`config.mk`:
```
export PLATFORM = sky130hd
export DESIGN_NAME = multicycle_ctrl
export DESIGN_NICKNAME = d
export VERILOG_FILES = /design/src/rtl/multicycle_ctrl.sv
export SDC_FILE = /design/constraint.sdc
export NUM_CORES = 1
export LEC_CHECK = 0
export CAP_MARGIN = 20
export CORE_UTILIZATION = 47
export CTS_CLUSTER_DIAMETER = 200
export DETAILED_ROUTE_END_ITERATION = 6
export GPL_TIMING_DRIVEN = 0
export PLACE_DENSITY = 0.8
export SKIP_LAST_GASP = 1
export SLEW_MARGIN = 5
export SYNTH_ARGS = -nofsm -noshare
export SYNTH_HDL_FRONTEND = slang
export SYNTH_SLANG_ARGS = --single-unit
```
`constraint.sdc`:
```
create_clock -name clk -period 2.22 [get_ports clk]
set_input_delay 0.444 -clock clk [delete_from_list [all_inputs] [get_ports clk]]
set_output_delay 0.444 -clock clk [all_outputs]
set_load 0.1 [all_outputs]
```
`src/rtl/multicycle_ctrl.sv`:
```
// Multi-cycle FETCH/DECODE/EXEC/MEM/WB sequencer that owns the PC, IR and retired-instruction count.
// Optional macro CTRL_BRANCH_EN enables BEQ (op 0x4); without it op 0x4 is a NOP and zero is ignored.
module multicycle_ctrl #(
    parameter int CNT_W = 16
) (
    input  logic             clk,
    input  logic             rst,
    input  logic             start,
    input  logic [31:0]      instr,
    input  logic             zero,
    output logic [4:0]       pc,
    output logic             EnIM,
    output logic [3:0]       rn1,
    output logic [3:0]       rn2,
    output logic [3:0]       wn,
    output logic             EnRW,
    output logic             ALUsrc,
    output logic [2:0]       ALUctrl,
    output logic             memread,
    output logic             memwrite,
    output logic             MemtoReg,
    output logic             busy,
    output logic             halted,
    output logic [CNT_W-1:0] retired,
    output logic [2:0]       dbg_state
);

`ifdef CTRL_BRANCH_EN
    localparam bit BRANCH_EN = 1'b1;
`else
    localparam bit BRANCH_EN = 1'b0;
`endif

    typedef enum logic [2:0] {
        S_IDLE   = 3'd0,
        S_FETCH  = 3'd1,
        S_DECODE = 3'd2,
        S_EXEC   = 3'd3,
        S_MEM    = 3'd4,
        S_WB     = 3'd5,
        S_HALT   = 3'd6
    } state_t;

    typedef enum logic [2:0] {
        K_NOP  = 3'd0,
        K_ALU  = 3'd1,
        K_LW   = 3'd2,
        K_SW   = 3'd3,
        K_BEQ  = 3'd4,
        K_HALT = 3'd5
    } kind_t;

    typedef struct packed {
        logic       en_im;
        logic       en_rw;
        logic       alu_src;
        logic [2:0] alu_ctrl;
        logic       mem_rd;
        logic       mem_wr;
        logic       mem_to_reg;
        logic       busy;
        logic       halted;
    } ctrl_t;

    state_t      state;
    state_t      state_nx;
    logic [31:0] ir;
    logic [31:0] ir_nx;
    kind_t       kind;
    kind_t       kind_nx;
    ctrl_t       ctrl_nx;
    logic        retire;
    logic        unused_imm;

    function automatic kind_t decode_kind(input logic [3:0] op);
        kind_t k;
        case (op)
            4'h0, 4'h1, 4'h2, 4'h3: k = K_ALU;
            4'h7:                   k = K_LW;
            4'h8:                   k = K_SW;
            4'h4:                   k = BRANCH_EN ? K_BEQ : K_NOP;
            4'hF:                   k = K_HALT;
            default:                k = K_NOP;
        endcase
        return k;
    endfunction

    // Outputs are a pure function of the state being entered, so they can be registered
    // alongside the state and still line up exactly with it.
    function automatic ctrl_t decode_ctrl(input state_t s, input logic [31:0] w, input kind_t k);
        ctrl_t c;
        c            = '0;
        c.en_im      = (s == S_FETCH);
        c.busy       = (s == S_FETCH) || (s == S_DECODE) || (s == S_EXEC) ||
                       (s == S_MEM) || (s == S_WB);
        c.halted     = (s == S_HALT);
        c.en_rw      = (s == S_WB);
        c.mem_to_reg = (s == S_WB) && (k != K_LW);
        c.mem_rd     = (k == K_LW) && ((s == S_MEM) || (s == S_WB));
        c.mem_wr     = (k == K_SW) && (s == S_MEM);
        if ((s == S_EXEC) || (s == S_MEM) || (s == S_WB)) begin
            case (w[31:28])
                4'h0: c.alu_ctrl = w[2:0];
                4'h1, 4'h7, 4'h8: begin
                    c.alu_src  = 1'b1;
                    c.alu_ctrl = 3'b010;
                end
                4'h2: begin
                    c.alu_src  = 1'b1;
                    c.alu_ctrl = 3'b000;
                end
                4'h3: begin
                    c.alu_src  = 1'b1;
                    c.alu_ctrl = 3'b001;
                end
                4'h4: c.alu_ctrl = BRANCH_EN ? 3'b110 : 3'b000;
                default: c.alu_ctrl = 3'b000;
            endcase
        end
        return c;
    endfunction

    assign kind    = decode_kind(ir[31:28]);
    assign kind_nx = decode_kind(ir_nx[31:28]);
    assign ctrl_nx = decode_ctrl(state_nx, ir_nx, kind_nx);

    always_comb begin
        state_nx = state;
        ir_nx    = ir;
        retire   = 1'b0;
        case (state)
            S_IDLE, S_HALT: if (start) state_nx = S_FETCH;
            S_FETCH: begin
                ir_nx    = instr;
                state_nx = S_DECODE;
            end
            S_DECODE: begin
                case (kind)
                    K_HALT: state_nx = S_HALT;
                    K_NOP: begin
                        state_nx = S_FETCH;
                        retire   = 1'b1;
                    end
                    default: state_nx = S_EXEC;
                endcase
            end
            S_EXEC: begin
                case (kind)
                    K_LW, K_SW: state_nx = S_MEM;
                    K_BEQ: begin
                        state_nx = S_FETCH;
                        retire   = 1'b1;
                    end
                    default: state_nx = S_WB;
                endcase
            end
            S_MEM: begin
                if (kind == K_LW) begin
                    state_nx = S_WB;
                end else begin
                    state_nx = S_FETCH;
                    retire   = 1'b1;
                end
            end
            S_WB: begin
                state_nx = S_FETCH;
                retire   = 1'b1;
            end
            default: state_nx = S_IDLE;
        endcase
    end

    always_ff @(posedge clk or posedge rst) begin
        if (rst) begin
            state    <= S_IDLE;
            ir       <= '0;
            pc       <= '0;
            retired  <= '0;
            EnIM     <= 1'b0;
            EnRW     <= 1'b0;
            ALUsrc   <= 1'b0;
            ALUctrl  <= 3'b000;
            memread  <= 1'b0;
            memwrite <= 1'b0;
            MemtoReg <= 1'b0;
            busy     <= 1'b0;
            halted   <= 1'b0;
        end else begin
            state    <= state_nx;
            ir       <= ir_nx;
            EnIM     <= ctrl_nx.en_im;
            EnRW     <= ctrl_nx.en_rw;
            ALUsrc   <= ctrl_nx.alu_src;
            ALUctrl  <= ctrl_nx.alu_ctrl;
            memread  <= ctrl_nx.mem_rd;
            memwrite <= ctrl_nx.mem_wr;
            MemtoReg <= ctrl_nx.mem_to_reg;
            busy     <= ctrl_nx.busy;
            halted   <= ctrl_nx.halted;

            // The branch target overrides the pc+4 already taken during FETCH.
            if (((state == S_IDLE) || (state == S_HALT)) && start)
                pc <= 5'd0;
            else if (state == S_FETCH)
                pc <= pc + 5'd4;
            else if ((state == S_EXEC) && (kind == K_BEQ) && zero)
                pc <= {ir[4:2], 2'b00};

            if ((state == S_IDLE) && start)
                retired <= '0;
            else if (retire)
                retired <= retired + CNT_W'(1);
        end
    end

    assign rn1        = ir[27:24];
    assign rn2        = ir[23:20];
    assign wn         = (ir[31:28] == 4'h0) ? ir[19:16] : ir[23:20];
    assign dbg_state  = state;
    assign unused_imm = ^ir[15:5];

endmodule

```
Word-level counts from Yosys, hierarchy flattened
Memories as Yosys holds them, arrays and structs flattened.
Index checks and enable logic that the tools add are counted.
{ "op_classes": {"n_mux": 19, "eq_ne": 24, "n_reduce_logical": 25, "addsub": 2} }
{ "op_table": {"columns": ["op", "n"], "rows": [
  ["16-bit 2-to-1 mux", 2],
  ["32-bit 2-to-1 mux", 1],
  ["3-bit by 2-bit == test with 1-bit output (second input constant)", 8],
  ["3-bit == test (second input constant)", 8],
  ["3-bit one-hot mux with 6 select lines", 1],
  ["16-bit by 1-bit adder with 16-bit output (second input constant)", 1],
  ["5-bit 2-to-1 mux", 3],
  ["3-bit one-hot mux with 2 select lines", 2],
  ["3-bit one-hot mux with 3 select lines", 1],
  ["4-bit by 2-bit == test with 1-bit output (second input constant)", 2],
  ["4-bit zero test", 2],
  ["1-bit logical OR", 8],
  ["4-bit 2-to-1 mux", 2],
  ["1-bit logical AND", 7],
  ["3-bit by 1-bit == test with 1-bit output (second input constant)", 2],
  ["3-bit zero test", 2],
  ["3-bit 2-to-1 mux", 2],
  ["5-bit by 3-bit adder with 5-bit output (second input constant)", 1],
  ["5-bit OR reduction", 1],
  ["4-bit by 1-bit == test with 1-bit output (second input constant)", 1],
  ["4-bit by 3-bit == test with 1-bit output (second input constant)", 1],
  ["4-bit == test (second input constant)", 1],
  ["1-bit 2-to-1 mux", 4],
  ["1-bit one-hot mux with 4 select lines", 1],
  ["5 further kinds", 6]
]} }
{ "totals": {"mem_count": 2, "reg_bits": 67, "out_inout_bits": 47, "input_bits": 36, "romBits": 96} }
{ "mem_list": {"columns": ["name", "depth", "word_bits", "rd", "rd_clocked_by_memory_dff", "write_ports", "line", "rtl"], "rows": [
  ["(name not given)", 16, 3, 1, 0, 0, "77", "case (op)"],
  ["(name not given)", 16, 3, 1, 0, 0, "77", null]
]} }

Depth between registers and ports, before layout
Gate-level depths: netlist of run 1.
An unclocked memory read counts as a cell.
{ "logic_depth": {"ltp_word": 10, "ltp_mapped": 9, "mapped_depth_nobuf": 7} }

Least setup slack after synthesis of run 1
No wires, ideal clock.
{ "synth_timing": {"path_type": "register to register", "start": "register state[1] (netlist: dbg_state[1])", "end": "register retired[12]", "path_stages_with_launch": 9, "setup_time_ns": 0.078, "arrival_ns": 2.631, "required_ns": 2.142, "path_slack_ns": -0.489, "cell_sequence": "dfrtp_1 buf_4 buf_2 inv_1 ha_1 a211oi_2 a21oi_2 or4_1 a21oi_1"} }
{ "synth_via": {"elab_chain_cells": 3, "word_cells_on_any_way": 9, "classes_between": "4 x eq/ne; 2 x mux; 3 x reduce/logical"} }
{ "synth_rtl": {"columns": ["element", "line", "rtl"], "rows": [
  ["start, declared", "65", "state_t state;"],
  ["start signal, assigned", "189", "state <= state_nx;"],
  ["3-bit == test (tied with other cells)", "131", "case (state)"],
  ["1-bit one-hot mux with 4 select lines or 1-bit logical AND (tied branches)", "131, 209", null],
  ["2-bit nonzero test (no line) or 16-bit 2-to-1 mux (tied branches)", null, null],
  ["end signal, assigned", "212", "retired <= retired + CNT_W'(1);"],
  ["end, declared", "24", "output logic [CNT_W-1:0] retired,"]
]} }
Several ways; a longest one is shown, not always the timed one.
A chain may end at the register's enable or synchronous reset.

Worst setup path after layout of run 1
{ "layout_timing": {"start": "register ir[29]", "end": "output port wn[3]"} }
{ "layout_via": {"elab_chain_cells": 2} }
{ "layout_rtl": {"columns": ["element", "line", "rtl"], "rows": [
  ["start, declared", "67", "logic [31:0] ir;"],
  ["start signal, assigned", "190", "ir <= ir_nx;"],
  ["4-bit zero test", "218", "assign wn = (ir[31:28] == 4'h0) ? ir[19:16] : ir[23:20];"],
  ["4-bit 2-to-1 mux", "218", null],
  ["end, declared", "15", "output logic [3:0] wn,"]
]} }
No other way between the ends.

==> impl_metrics.py, run 1 <==
metrics = {
    "cts": {
        "path_clk_slew_ps": 100,
        "clock_latency_ps": 300,
        "cts.sinks": 52,
        "root_buffer": "clkbuf_8",
        "cts_buffer_depth": 2,
        "cts_tree": "done",
        "cts_buffers": 5,
        "htree_num_levels": 2,
        "ctsHoldBuffers": 0,
    },
    "critical_path": {
        "timing.rr.end": "ALUctrl[0]",
        "crit_family": "flip-flops",
        "cp_slowest_cell": "dfrtp_2",
        "cp_max_fo": 4,
        "reg2reg_depth": 6,
        "cp_data_arrival_time_ps": 1740,
        "rr_startpoint": "dbg_state[0]",
        "end_kind": "output pin",
        "start_kind": "flop",
        "path_depth": 5,
        "path_cells": "or2_4, nor3_4, buf_6, mux2_4, buf_12",
        "slowest_delay_ps": 420,
        "r2r_slack_ps": 120,
        "cp_data_required_time_ps": 1780,
        "path_buf_inv": 2,
        "crit_type": "flop to output pin",
    },
    "global_routing": {
        "grt_pass1_vias": 2263,
        "grt_pass1_wl_mm": 10.2,
        "antenna_found_initial": 0,
        "grt_max_degree": 41,
        "grt.overflow.total": 0,
        "track_usage": 0.212,
    },
    "die": {
        "pin_count": 83,
        "die_area_um2": 6090,
        "rows": 27,
        "start_util": 0.491,
        "coreArea_um2": 5540,
        "fp.dieH_um": 78.1,
        "die_w_um": 78.1,
    },
    "logic_synthesis": {
        "synth-simple-area-share": 0.250,
        "synth_top_family_by_area": "simple AND/OR/NAND/NOR gates",
        "seq_area_frac_synth": 0.479,
        "synth_edf_count": 0,
        "syn_area_per_cell_um2": 9.19,
        "synthMostInstantiatedCell": "nand2_1",
        "syn-instance-count": 296,
        "yosysWarningCount": 0,
        "synthMuxAreaShare": 0.0502,
        "ys_seq_elements": 52,
        "synth_top_area_frac": 0.479,
        "synth_xor_xnor_area_share": 0.00322,
        "synth.area.top_cells": "dfrtp_1 48%, nand2_1 9.5%, buf_4 3.3%, mux2i_1 2.9%, nor2_1 2.3%",
        "yosysUniqueCellTypes": 55,
        "synth_adder_area_share": 0.0138,
        "synth_area_um2": 2720,
        "synth_flop_cell": "dfrtp_1",
        "synth_compound_area_frac": 0.138,
        "synth.largest_area_cell": "dfrtp_1",
        "synthTopCellsByCount": "69 x nand2_1, 52 x dfrtp_1, 17 x nor2_1",
        "synthArstFlopShare": 1.00,
    },
    "power_and_ir_drop": {
        "p_per_area_nw_per_um2": 1610,
        "power_mw": 6.01,
        "static-leakage-power_nw": 1.84,
        "ir_worst_vdd_mv": 1.37,
    },
    "routing": {
        "first_pass_iters": 4,
        "ant_nets": 0,
        "avgRoutedWirePerCell_um": 14.2,
        "via_per_inst": 5.41,
        "via_count": 2409,
        "wirelength_mm": 6.30,
        "drc": 0,
        "drt_iter0_drc": 163,
    },
    "min_path": {
        "min_path_type": "input port to async pin",
    },
    "layout": {
        "final_cell_area_um2": 3720,
        "fin_nets": 412,
        "nFillCells": 473,
        "drive_gt1_frac": 0.169,
        "syn_to_final_growth_pct": 36.9,
        "antenna_cells": 0,
    },
    "placement": {
        "gp_congestion": 0.881,
        "post_dp_cell_area_um2": 3520,
        "port_buffers": 66,
        "dp_hpwl_mm": 4.44,
    },
    "sta": {
        "skew_ps": 4.98,
        "min_period_ps": 2180,
        "finalSetupViolations": 0,
        "slew_headroom": 0.348,
        "post-route-period-util": 0.983,
        "slew_viol_final": 0,
        "tightest_slew_ps": 977,
        "rsz0062_at_grt": "true",
        "timing.fmax_mhz": 458,
        "hold_violations": 0,
    },
    "job": {
        "maxCapViolations": 0,
    },
    "run_status": {
        "outcome": "complete, no violations",
    },
}
[repair_timing]
action,in CTS,in global routing
endpoints found under the setup margin,40,12
cloned,0,0
pin swaps,2,2
setup buffers,4,0
gates resized for setup,81,7
[worst max-delay path by stage]
stage	start	endpoint	slack (ps)
after floorplan	dbg_state[1]	retired[12]	10
final	ir[29]	wn[3]	40
after CTS	ir[28]	wn[2]	-20
after global placement	ir[29]	wn[2]	-990
after detailed placement	ir[29]	wn[2]	-1000
after global routing	ir[29]	wn[3]	-8
[state kept, by name, summed over array words and instances, names as in the netlist]
signal / flops
ir: 19
retired: 16
ALUctrl: 3
dbg_state: 3
pc: 3
ALUsrc: 1
EnIM: 1
EnRW: 1
MemtoReg: 1
busy: 1
halted: 1
memread: 1
memwrite: 1
[cells by family after synthesis]
| logic type | after synthesis |
|---|---|
| AOI/OAI and AO/OA | 54 |
| xor gates and xnor gates | 1 |
| adders and majority gates | 3 |
| buffers and inverters | 32 |
| DFF | 52 |
| muxes | 13 |
| other | 1 |
| and+or+nand+nor | 140 |
[cell type report]
cell class                      instances  area, µm²  area share
Buffer                                 23        149      0.0400
Clock inverter                          2       60.1      0.0161
Sequential cell                        52       1310       0.353
Timing Repair Buffer                   71        722       0.194
Multi-Input combinational cell        213       1290       0.347
Tap cell                               72       90.1      0.0242
Clock buffer                            5       68.8      0.0185
Inverter                                7       26.3     0.00706
[routing by layer]
layer / vias up / share of wire / track usage / wire length, µm
met5: - / 0 / 0 / 0
met4: 0 / 0.0090 / 0.0741 / 57
met3: 6 / 0.056 / 0.0500 / 350
met2: 76 / 0.49 / 0.355 / 3110
met1: 1150 / 0.44 / 0.269 / 2780
li1: 1177 / - / - / -
[where the power goes]
group / switching [mW] / internal [mW] / leakage (nW)
combinational: 2.68 / 1.15 / 1.10
sequential: 0.206 / 1.22 / 0.671
clock: 0.313 / 0.444 / 0.0642
total: 3.20 / 2.81 / 1.84
[cells in the final DEF, fill, tap and decap left out, drive strengths merged, types with 2 or more instances in the layout]
cell type	instances
a211oi	2
a21o	2
a21oi	13
a31oi	2
and4	2
and4b	2
buf	29
bufinv	2
clkbuf	8
clkdlybuf4s50	21
conb	2
dfrtp	52
dlygate4sd2	36
dlymetal6s2s	5
ha	3
inv	7
mux2	5
mux2i	8
nand2	69
nand2b	3
nand3	11
nand4	2
nor2	18
nor2b	3
nor3	10
nor3b	3
o211ai	5
o21ai	13
o311ai	2
o31ai	8
or2	3
or3	3
or3b	2
or4	3
[through the flow]
step,std cells,TNS [ps],utilization,hold WS (ps),worst slack [ps]
3_5_place_dp,436,-4060,0.636,463,-998
2_1_floorplan,297,0,-,440,13.3
3_3_place_gp,435,-27950,0.633,454,-986
4_1_cts,445,-52.6,0.668,396,-16.3
6_report,445,0,0.672,392,37.5
5_1_grt,445,-27.6,0.672,407,-8.06
No activity file was read; power rests on OpenSTA's default activity.
==> inputs of run 2 (changes only) <==
CAP_MARGIN = unset   (was 20)
==> results of run 2 <==
Same layout as run 1: the final DEF is identical, and so are final timing and power.
==> inputs of run 3 (changes only) <==
CORE_MARGIN = 5   (was unset)
clock period = 2.1 ns   (was 2.22 ns; I/O delays follow)
==> impl_metrics.py, run 3 (same netlist as run 1, synthesis figures left out) <==
metrics = {
    "cts": {
        "htree_num_levels": 2,
        "cts.sinks": 52,
        "clock_latency_ps": 300,
        "cts_buffers": 5,
        "cts_tree": "done",
        "path_clk_slew_ps": 100,
        "cts_buffer_depth": 2,
        "root_buffer": "clkbuf_8",
    },
    "layout": {
        "top_register": "ir",
        "syn_to_final_growth_pct": 37.0,
        "layout_common_cells": "69 x nand2_1, 38 x dfrtp_1, 36 x dlygate4sd2_1, 21 x clkdlybuf4s50_1, 17 x nor2_1",
        "layout_commonest_cell": "nand2_1",
        "largest_register_ffs": 19,
        "final_core_util": 0.668,
        "drive_gt1_frac": 0.213,
        "top_regs": "ir: 19 flops, retired: 16 flops",
        "fin_cells": 447,
        "fin_nets": 413,
        "nFillCells": 467,
        "antenna_cells": 0,
    },
    "sta": {
        "post-route-period-util": 1.03,
        "min_period_ps": 2170,
        "timing.setup.tns_ps": -271,
        "hold_violations": 0,
        "slew_headroom": 0.353,
        "finalSetupViolations": 4,
        "skew_ps": 8.17,
        "slew_viol_final": 0,
        "fin_hold_ws_ps": 371,
        "tightest_slew_ps": 975,
        "worst_slack_ps": -72.1,
        "rsz0062_at_grt": "true",
        "timing.fmax_mhz": 460,
    },
    "placement": {
        "post-place-cells": 436,
        "gp_congestion": 0.851,
        "dp_hpwl_mm": 4.74,
        "port_buffers": 66,
    },
    "die": {
        "die_area_um2": 7410,
        "coreArea_um2": 5570,
        "fp.dieH_um": 86.1,
        "die_w_um": 86.1,
        "pin_count": 83,
        "start_util": 0.488,
        "rows": 27,
    },
    "power_and_ir_drop": {
        "switching_share": 0.551,
        "switchingPower_mw": 3.41,
        "static-leakage-power_nw": 1.75,
        "ir_worst_vdd_mv": 1.34,
        "pwr-share-seq": 0.244,
        "clkPwrFrac": 0.090,
        "p_per_area_nw_per_um2": 1660,
        "internal_power_mw": 2.77,
        "pwr-share-comb": 0.665,
    },
    "critical_path": {
        "crit_start": "ir[28]",
        "start_kind": "flop",
        "timing.rr.end": "ALUctrl[1]",
        "crit_type": "flop to output pin",
        "cp_max_fo": 4,
        "r2r_slack_ps": 80,
        "rr_startpoint": "dbg_state[2]",
        "cp_data_arrival_time_ps": 1750,
        "end_kind": "output pin",
        "crit_end": "wn[2]",
        "cp_data_required_time_ps": 1680,
        "reg2reg_depth": 6,
    },
    "global_routing": {
        "grt_pass1_vias": 2375,
        "grt_pass1_wl_mm": 10.9,
        "grt.overflow.total": 0,
        "antenna_found_initial": 0,
        "track_usage": 0.180,
        "grt_max_degree": 41,
    },
    "routing": {
        "first_pass_iters": 4,
        "ant_nets": 0,
        "via_per_inst": 5.47,
        "via_count": 2447,
        "avgRoutedWirePerCell_um": 14.7,
        "drc": 0,
        "wirelength_mm": 6.55,
        "drt_iter0_drc": 102,
    },
    "run_status": {
        "outcome": "finished with violations",
        "violations": "setup timing",
    },
    "min_path": {
        "min_path_type": "input port to async pin",
    },
    "job": {
        "maxCapViolations": 0,
    },
}
## run 3: changes by cell type in the layout (fill, tap and decap cells not counted), sizes merged
| cell | previous run | this run |
|---|---|---|
| dlymetal6s2s | 5 | 0 |
| clkbuf | 8 | 12 |
| clkdlybuf4s15 | 0 | 3 |
| bufinv | 2 | 0 |
| clkinv | 0 | 1 |
| clkinvlp | 0 | 1 |
## run 3: final cells by class
type | count | area (µm²) | share of cell area
Sequential cell | 52 | 1320 | 0.354
Timing Repair Buffer | 72 | 707 | 0.190
Multi-Input combinational cell | 213 | 1340 | 0.359
Clock buffer | 6 | 72.6 | 0.0195
Tap cell | 72 | 90.1 | 0.0242
Buffer | 23 | 158 | 0.0423
Clock inverter | 2 | 12.5 | 0.00336
Inverter | 7 | 28.8 | 0.00773
## run 3: worst min-delay path by stage
stage                     slack, ps  startpoint            to
after CTS                       380         rst  dbg_state[1]
final                           370         rst  dbg_state[1]
after global placement          450      ir[18]        ir[18]
after floorplan                 440      ir[16]        ir[16]
after global routing            380         rst  dbg_state[1]
after detailed placement        460      ir[19]        ir[19]
## run 3: through the flow
step | area [µm²] | total power [mW] | setup WS, ps
2_1_floorplan | 2780 | 4.55 | -72.9
3_3_place_gp | 3530 | 5.33 | -1090
3_5_place_dp | 3550 | 5.40 | -1060
4_1_cts | 3670 | 6.07 | -134
5_1_grt | 3720 | 6.54 | -123
6_report | 3720 | 6.19 | -72.1
## run 3: critical path, cell delays in order (launching register included)
cell and delay [ps]:
dfrtp_2 420, or2_4 270, nor3_4 120, buf_6 150
mux2_4 320, buf_12 170
## run 3: timing repair
action                                  in CTS  in global routing
endpoints found under the setup margin      45                 33
buffers inserted                             3                  2
pin swaps                                    1                  4
resized for setup                           86                 18
hold buffers                                 0                  0
## run 3: power groups by stage
stage                     clock (mW)  sequential [mW]  combinational, mW
after floorplan                    0             2.10               2.45
after global placement             0             1.49               3.84
after detailed placement           0             1.50               3.89
after CTS                      0.573             1.51               3.99
after global routing           0.617             1.55               4.37
final                          0.558             1.51               4.12
## run 3: routing by layer
layer	wire length (µm)	global-route usage	part of all wire	vias to the layer above
met1	2890	0.238	0.44	1181
met2	3170	0.295	0.48	83
met4	77	0.0388	0.012	0
met5	0	0	0	-
met3	417	0.0509	0.064	10
li1	-	-	-	1173
